[src/rtl/awgn_urng_if.sv]
// Request/sample bundle between the uniform RNG and its seed controller / Box-Muller consumer.
interface awgn_urng_if;
  logic        en;
  logic        seed_load;
  logic [2:0]  seed_idx;
  logic [31:0] seed_data;
  logic [47:0] u0;
  logic [15:0] u1;
  logic        valid;

  modport master (output en, seed_load, seed_idx, seed_data,
                  input  u0, u1, valid);
  modport slave  (input  en, seed_load, seed_idx, seed_data,
                  output u0, u1, valid);
endinterface

[src/rtl/awgn_urng.sv]
// Dual taus88 uniform generator feeding the Box-Muller AWGN stages.
// u0 = {A_out, B_out[31:16]} for log/sqrt, u1 = B_out[15:0] for sincos.
module awgn_urng #(
  parameter logic [31:0] SEED_A0 = 32'h12345678,
  parameter logic [31:0] SEED_A1 = 32'h9ABCDEF0,
  parameter logic [31:0] SEED_A2 = 32'h0F1E2D3C,
  parameter logic [31:0] SEED_B0 = 32'hCAFEBABE,
  parameter logic [31:0] SEED_B1 = 32'hDEADBEEF,
  parameter logic [31:0] SEED_B2 = 32'h13579BDF
) (
  input  logic        clk,
  input  logic        rst,
  awgn_urng_if.slave  bus
);

  localparam logic [31:0] SEED_DFLT [6] = '{SEED_A0, SEED_A1, SEED_A2,
                                            SEED_B0, SEED_B1, SEED_B2};

  logic [31:0] st_q   [6];
  logic [31:0] st_nxt [6];
  logic [31:0] a_out, b_out;
  logic [31:0] seed_min, seed_dflt_sel, seed_san;
  logic [47:0] u0_q;
  logic [15:0] u1_q;
  logic        valid_q;

  function automatic logic [31:0] step_s0(input logic [31:0] s);
    logic [31:0] b;
    b = ((s << 13) ^ s) >> 19;
    return ((s & 32'hFFFFFFFE) << 12) ^ b;
  endfunction

  function automatic logic [31:0] step_s1(input logic [31:0] s);
    logic [31:0] b;
    b = ((s << 2) ^ s) >> 25;
    return ((s & 32'hFFFFFFF8) << 4) ^ b;
  endfunction

  function automatic logic [31:0] step_s2(input logic [31:0] s);
    logic [31:0] b;
    b = ((s << 3) ^ s) >> 11;
    return ((s & 32'hFFFFFFF0) << 17) ^ b;
  endfunction

  always_comb begin
    st_nxt[0] = step_s0(st_q[0]);
    st_nxt[1] = step_s1(st_q[1]);
    st_nxt[2] = step_s2(st_q[2]);
    st_nxt[3] = step_s0(st_q[3]);
    st_nxt[4] = step_s1(st_q[4]);
    st_nxt[5] = step_s2(st_q[5]);
    a_out     = st_nxt[0] ^ st_nxt[1] ^ st_nxt[2];
    b_out     = st_nxt[3] ^ st_nxt[4] ^ st_nxt[5];
  end

  // Seeds at or below the slot minimum would collapse taus88 toward zero; fall back to the default.
  always_comb begin
    seed_min      = 32'd15;
    seed_dflt_sel = 32'd0;
    case (bus.seed_idx)
      3'd0: begin seed_min = 32'd1;  seed_dflt_sel = SEED_A0; end
      3'd1: begin seed_min = 32'd7;  seed_dflt_sel = SEED_A1; end
      3'd2: begin seed_min = 32'd15; seed_dflt_sel = SEED_A2; end
      3'd3: begin seed_min = 32'd1;  seed_dflt_sel = SEED_B0; end
      3'd4: begin seed_min = 32'd7;  seed_dflt_sel = SEED_B1; end
      3'd5: begin seed_min = 32'd15; seed_dflt_sel = SEED_B2; end
      default: ;
    endcase
    seed_san = (bus.seed_data <= seed_min) ? seed_dflt_sel : bus.seed_data;
  end

  always_ff @(posedge clk or negedge rst) begin
    if (!rst) begin
      for (int i = 0; i < 6; i++) st_q[i] <= SEED_DFLT[i];
      u0_q    <= '0;
      u1_q    <= '0;
      valid_q <= 1'b0;
    end else if (bus.seed_load) begin
      for (int i = 0; i < 6; i++)
        if (bus.seed_idx == 3'(i)) st_q[i] <= seed_san;
      valid_q <= 1'b0;
    end else if (bus.en) begin
      for (int i = 0; i < 6; i++) st_q[i] <= st_nxt[i];
      u0_q    <= {a_out, b_out[31:16]};
      u1_q    <= b_out[15:0];
      valid_q <= 1'b1;
    end else begin
      valid_q <= 1'b0;
    end
  end

  assign bus.u0    = u0_q;
  assign bus.u1    = u1_q;
  assign bus.valid = valid_q;

endmodule

[src/flat_wrapper.sv]
// flat-port wrapper written by rule: the top's interface ports become plain ports
module awgn_urng_flat 
#(
  parameter logic [31:0] SEED_A0 = 32'h12345678,
  parameter logic [31:0] SEED_A1 = 32'h9ABCDEF0,
  parameter logic [31:0] SEED_A2 = 32'h0F1E2D3C,
  parameter logic [31:0] SEED_B0 = 32'hCAFEBABE,
  parameter logic [31:0] SEED_B1 = 32'hDEADBEEF,
  parameter logic [31:0] SEED_B2 = 32'h13579BDF
)
  (clk, rst, bus_en, bus_seed_load, bus_seed_idx, bus_seed_data, bus_u0, bus_u1, bus_valid);
  awgn_urng_if bus_i ();
  input  logic clk;
  input  logic rst;
  input wire logic [$bits(bus_i.en)-1:0] bus_en;
  input wire logic [$bits(bus_i.seed_load)-1:0] bus_seed_load;
  input wire logic [$bits(bus_i.seed_idx)-1:0] bus_seed_idx;
  input wire logic [$bits(bus_i.seed_data)-1:0] bus_seed_data;
  output wire logic [$bits(bus_i.u0)-1:0] bus_u0;
  output wire logic [$bits(bus_i.u1)-1:0] bus_u1;
  output wire logic [$bits(bus_i.valid)-1:0] bus_valid;
  assign bus_i.en = bus_en;
  assign bus_i.seed_load = bus_seed_load;
  assign bus_i.seed_idx = bus_seed_idx;
  assign bus_i.seed_data = bus_seed_data;
  assign bus_u0 = bus_i.u0;
  assign bus_u1 = bus_i.u1;
  assign bus_valid = bus_i.valid;
  awgn_urng #(.SEED_A0(SEED_A0), .SEED_A1(SEED_A1), .SEED_A2(SEED_A2), .SEED_B0(SEED_B0), .SEED_B1(SEED_B1), .SEED_B2(SEED_B2)) u_core (.clk(clk), .rst(rst), .bus(bus_i));
endmodule
[config.mk]
export PLATFORM = sky130hd
export DESIGN_NAME = awgn_urng_flat
export DESIGN_NICKNAME = d
export VERILOG_FILES = /design/src/rtl/awgn_urng_if.sv /design/src/rtl/awgn_urng.sv /design/src/flat_wrapper.sv
export SDC_FILE = /design/constraint.sdc
export NUM_CORES = 1
export LEC_CHECK = 0
export CAP_MARGIN = 10
export CORE_AREA = 2 2 133 167
export CTS_CLUSTER_SIZE = 20
export DETAILED_ROUTE_END_ITERATION = 12
export DIE_AREA = 0 0 135 169
export HOLD_SLACK_MARGIN = 0.02
export PLACE_DENSITY = 0.81
export SLEW_MARGIN = 20
export SYNTH_ARGS = -nofsm -noshare
export SYNTH_HDL_FRONTEND = slang
export SYNTH_SLANG_ARGS = --single-unit
[constraint.sdc]
create_clock -name clk -period 1.9 [get_ports clk]
set_input_delay 0.285 -clock clk [delete_from_list [all_inputs] [get_ports clk]]
set_output_delay 0.285 -clock clk [all_outputs]
set_load 0.02 [all_outputs]
# Word-level counts from Yosys, hierarchy flattened
# Index checks and enable logic that the tools add are counted.
# Widths: inputs -> output; s select.
# totals
out_inout_bits,65
ram_bits,0
memories,0
register_bits,257
latchBits,0
romBits,0
in_bits,39
# op_classes
shift,0
mul,0
n_mux,13
addsub,0
n_div,0
eq_ne,11
n_reduce_logical,11
n_bitwise,17
n_lt_le_gt_ge,1
# ops
cell,n
$mux 192,2
$xor 32x32->32,10
$mux 32,7
$pmux 32 s5,1
$xor 32x13->32,2
$xor 32x21->32,2
$xor 32x7->32,2
$le 32x4->1,1
$reduce_and 2->1,7
$ne 2x1->1 const B,6
$pmux 4 s2,1
$eq 3x2->1 const B,2
$eq 3x3->1 const B,2
$reduce_or 2->1,2
$eq 3x1->1 const B,1
$logic_not 3->1,1
$mux 1,2
$reduce_bool 2->1,1
$not 1->1,1

# Longest topological paths before layout
# logic_depth
ltp_word,7
mapped_depth,10

# Worst setup path before layout
# No wires, ideal clock.
# synth_path
path_kind,input -> register
start,input bus_seed_idx[2]
end,register u_core.st_q[8] in the netlist's numbering
stages,10
t_required_ns,1.823
arrival_time_ns,2.767
path_slack_ns,-0.944
n_path_buf,3
setup_ns,0.077
path_cell_list,clkbuf_1 > clkbuf_1 > a21oi_1 > ha_1 > o21ai_0 > or4b_4 > a2111oi_4 > buf_4 > nand2_1 > a31oi_1
# synth_via
elab_chain_len,7
elab_cells_between_ends,16
cone_classes,order compare: 1; eq/ne: 6; mux: 5; reduce/logical: 4
# synth_lines
item,line_no,text
from (decl),flat_wrapper.sv:17,input wire logic [$bits(bus_i.seed_idx)-1:0] bus_seed_idx;
$eq 3x3->1 (tied with other cells),awgn_urng.sv:60,case (bus.seed_idx)
$reduce_or 2->1 (no line),n/a,
$pmux 4 s2,awgn_urng.sv:60,
$le 32x4->1,awgn_urng.sv:69,seed_san = (bus.seed_data <= seed_min) ? seed_dflt_sel : bus.seed_data;
$mux 32,awgn_urng.sv:69,
$mux 32,awgn_urng.sv:80,if (bus.seed_idx == 3'(i)) st_q[i] <= seed_san;
$mux 192,awgn_urng.sv:78,end else if (bus.seed_load) begin
"to (signal, indexed assignment)",awgn_urng.sv:80,
to (decl),awgn_urng.sv:19,logic [31:0] st_q [6];
# Several ways; a longest one is shown, not always the timed one. The select of a mux whose other input is x is not followed.
# A chain may end at the register's enable or synchronous reset.

# Worst setup path after layout
# layout_path
start,input bus_seed_data[3]
end,register u_core.st_q[131] in the netlist's numbering
# layout_via
elab_chain_len,4
# layout_lines
item,line_no,text
from (decl),flat_wrapper.sv:18,input wire logic [$bits(bus_i.seed_data)-1:0] bus_seed_data;
$le 32x4->1,awgn_urng.sv:69,
$mux 32 (*),awgn_urng.sv:69,
$mux 32 (*),awgn_urng.sv:80,
$mux 192 (*),awgn_urng.sv:78,
# Every way passes the cells marked *; elsewhere a longest branch is shown, timed or not. The select of a mux whose other input is x is not followed.

==> out/metrics.cfg <==
[status]
status=complete, but fails checks
violations=setup timing

[route]
vias_per_cell=6.54
vias=11800
totalWireLength_mm=47.8
avgRoutedWirePerCell_um=26.5
drtIter0Drc=1689
drt_pre_antenna_iters=6
drc=0
drtAntennaViolNets=0

[power_and_ir_drop]
p_per_area_mw_per_mm2=1390
combPwrFrac_pct=40.6
p_leak_nw=6.64
power_frac_clock_pct=20.9
power_switching_mw=8.99
p_sw_share_pct=38.5
p_int_mw=14.3
power_frac_seq_pct=38.5
peakVddDrop_mv=0.977

[cts]
cts_tree=done
numCtsBuffers=24
cts.sinks=241
clkLatencyLatePin_ns=0.53
clkTransAtPathRegs_ns=0.07
cts_root_buf=clkbuf_16
cts_buffer_depth=3
cts_max_level=1

[final_layout]
fillers=1369
final_cells=1803
drive_gt1_share_pct=32.0
fin_nets=1549
layout_common_cells=nand2_1 (181), xnor2_1 (155), dfrtp_1 (136)
diodes=0
syn2layout_area_growth_pct=36.5
final_common_cell=nand2_1

[floorplan]
num_rows=60
core_mm2=0.0213
dieArea_mm2=0.0228
num_io_pins=104
start_util_pct=57.6
fp.dieH_um=169
die_w_um=135

[worst_hold_path]
hold_class=primary input to flip-flop

[synth]
synth_ff_type=dfrtp_1
async_flop_share_pct=100
synth.distinct_cells=44
syn-instance-count=1296
syn-num-nets=1339
syn_avg_cell_area_um2=9.48
netlist_area_mm2=0.0123
ys_seq_area_share_pct=50.1
ys_warn_count=0
synth_edf_count=0
synth.ff_latch_count=241

[critical_path]
critPathTopFamily=buffers and inverters
critPathCaptureType=flip-flop
slowest_delay_ns=0.51
cp.arrival_ns=2.48
slowest_stage=or4b_4
cp_num_buf_inv=3
critPathMaxFanout=7
crit_required_ns=2.31
critPathKind=primary input to flip-flop
worstSetupStartpointType=primary input
path_cells=clkdlybuf4s15_1 -> ha_1 -> o21ai_1 -> or4b_4 -> a211oi_4 -> buf_12 -> buf_12 -> mux2i_4 -> o21ai_1

[global_routing]
grt_max_degree=66
grt.total_usage_pct=41.8
antenna_found_initial=0
grt_pass1_vias=11600
grt.overflow.total=0
grt_pass1_wl_mm=70.9

[sta]
skew_ns=0.0125
fin_crit_ns=2.08
timing.final.crit_share_pct=109
setup_viol=122
timing.fmax_mhz=482
timing.hold.ws_ns=0.306
maxSlewHeadroom_pct=35.9
rsz0062_at_grt=true
worst_slew_pin_slew_ns=0.957
layout_setup_ws_ns=-0.176
finalMaxSlewViolations=0
hold_violations=0

[placement]
port_buffers=103
place_ws_ns=-1.23
place_congestion=1.05
hpwl_mm=34.4
dp_cells=1744

[run]
maxCapViolations=0

## final timing paths
| kind | start | cells after the start | end | slack (ns) |
|---|---|---|---|---|
| worst max-delay path | bus_seed_data[3] | 9 | u_core.st_q[131] | -0.18 |
| worst min register to register | u_core.bus.u0[31] | 2 | u_core.bus.u0[31] | 0.47 |
| worst min-delay path | bus_seed_load | 4 | u_core.st_q[51] | 0.31 |
| worst max register to register | u_core.st_q[177] | 4 | u_core.bus.u0[27] | 0.21 |
| max in group asynchronous | rst | 3 | u_core.st_q[25] | 0.82 |
| min in group asynchronous | rst | 2 | u_core.bus.u0[32] | 0.33 |
## stage by stage
step,TNS (ns),power [mW],util (%),cell area [um2]
floorplan,-76.07,13.9,-,12700
global placement,-150.12,17.6,70.6,15100
detailed placement,-159.76,17.9,70.6,15100
CTS,-4.11,22.8,76.6,16300
global route,-16.65,24.3,78.7,16800
finish,-7.30,23.3,78.7,16800
## cells in the mapped netlist (all sizes together) (4+ instances only)
library cell / count / share of area [%]
a211oi: 13 / 0.83
a21oi: 118 / 4.8
a221oi: 12 / 0.86
a31oi: 9 / 0.46
and3: 13 / 0.66
buf: 8 / 0.36
clkbuf: 80 / 2.4
dfrtp: 136 / 28
dfstp: 105 / 22
ha: 4 / 0.41
inv: 9 / 0.27
mux2: 6 / 0.55
mux2i: 11 / 0.90
nand2: 182 / 5.6
nand2b: 10 / 0.51
nand3: 9 / 0.37
nor2: 53 / 1.6
nor2b: 7 / 0.38
nor3: 8 / 0.33
nor4: 7 / 0.36
o21ai: 183 / 7.5
o22ai: 75 / 3.8
or3: 5 / 0.25
xnor2: 155 / 11
xor2: 56 / 4.0
## power groups by stage
stage / Sequential, mW / Clock (mW) / Combinational (mW)
after floorplan: 9.08 / 0 / 4.83
after global placement: 8.87 / 0 / 8.77
after detailed placement: 8.93 / 0 / 8.95
after CTS: 8.85 / 4.87 / 9.13
after global routing: 9.07 / 5.10 / 10.1
final: 8.97 / 4.88 / 9.47
## sequential cells by signal, summed over array words and instances (netlist names)
name              flops
u_core.bus.valid      1
u_core.st_q         176
u_core.bus.u1        16
u_core.bus.u0        48
## what timing repair did
| item | CTS | global route |
|---|---|---|
| gates cloned | 2 | 0 |
| pin swaps | 32 | 34 |
| setup endpoints to repair | 149 | 146 |
| hold endpoints to repair | 38 | 0 |
| hold buffers | 1 | 0 |
| buffers inserted | 11 | 6 |
| resized for setup | 108 | 94 |
## per-layer routing
| layer | part of all wire, % | vias up | track usage, % |
|---|---|---|---|
| li1 | - | 4910 | - |
| met1 | 36 | 5622 | 56.2 |
| met2 | 43 | 1022 | 60.9 |
| met3 | 14 | 235 | 11.9 |
| met4 | 7.5 | 0 | 23.4 |
| met5 | 0 | - | 0 |
## worst min-delay path: cells and delay by family
family	cells	cell delay [ns]
AO/OA/AOI/OAI	2	0.17
buffers and inverters	2	0.36
## area by class of cell
type / count / area, um2 / share of cell area (%)
clock buffer: 37 / 742 / 4.42
clock inverter: 7 / 62.6 / 0.373
inverter: 9 / 33.8 / 0.201
multi-input combinational: 958 / 6780 / 40.4
sequential: 241 / 6160 / 36.7
tap: 279 / 349 / 2.08
timing repair buffer: 272 / 2650 / 15.8
## kinds of logic after synthesis
group / Yosys count / synth area share [%]
buffers and inverters: 97 / 3.07
XOR/XNOR: 211 / 15.0
adder cells (fa/ha/maj): 4 / 0.407
AND/OR/NAND/NOR: 303 / 10.6
AO/OA/AOI/OAI: 423 / 19.3
multiplexers: 17 / 1.45
flip-flops: 241 / 50.1
Note: power is estimated with default switching activity, not from simulation.
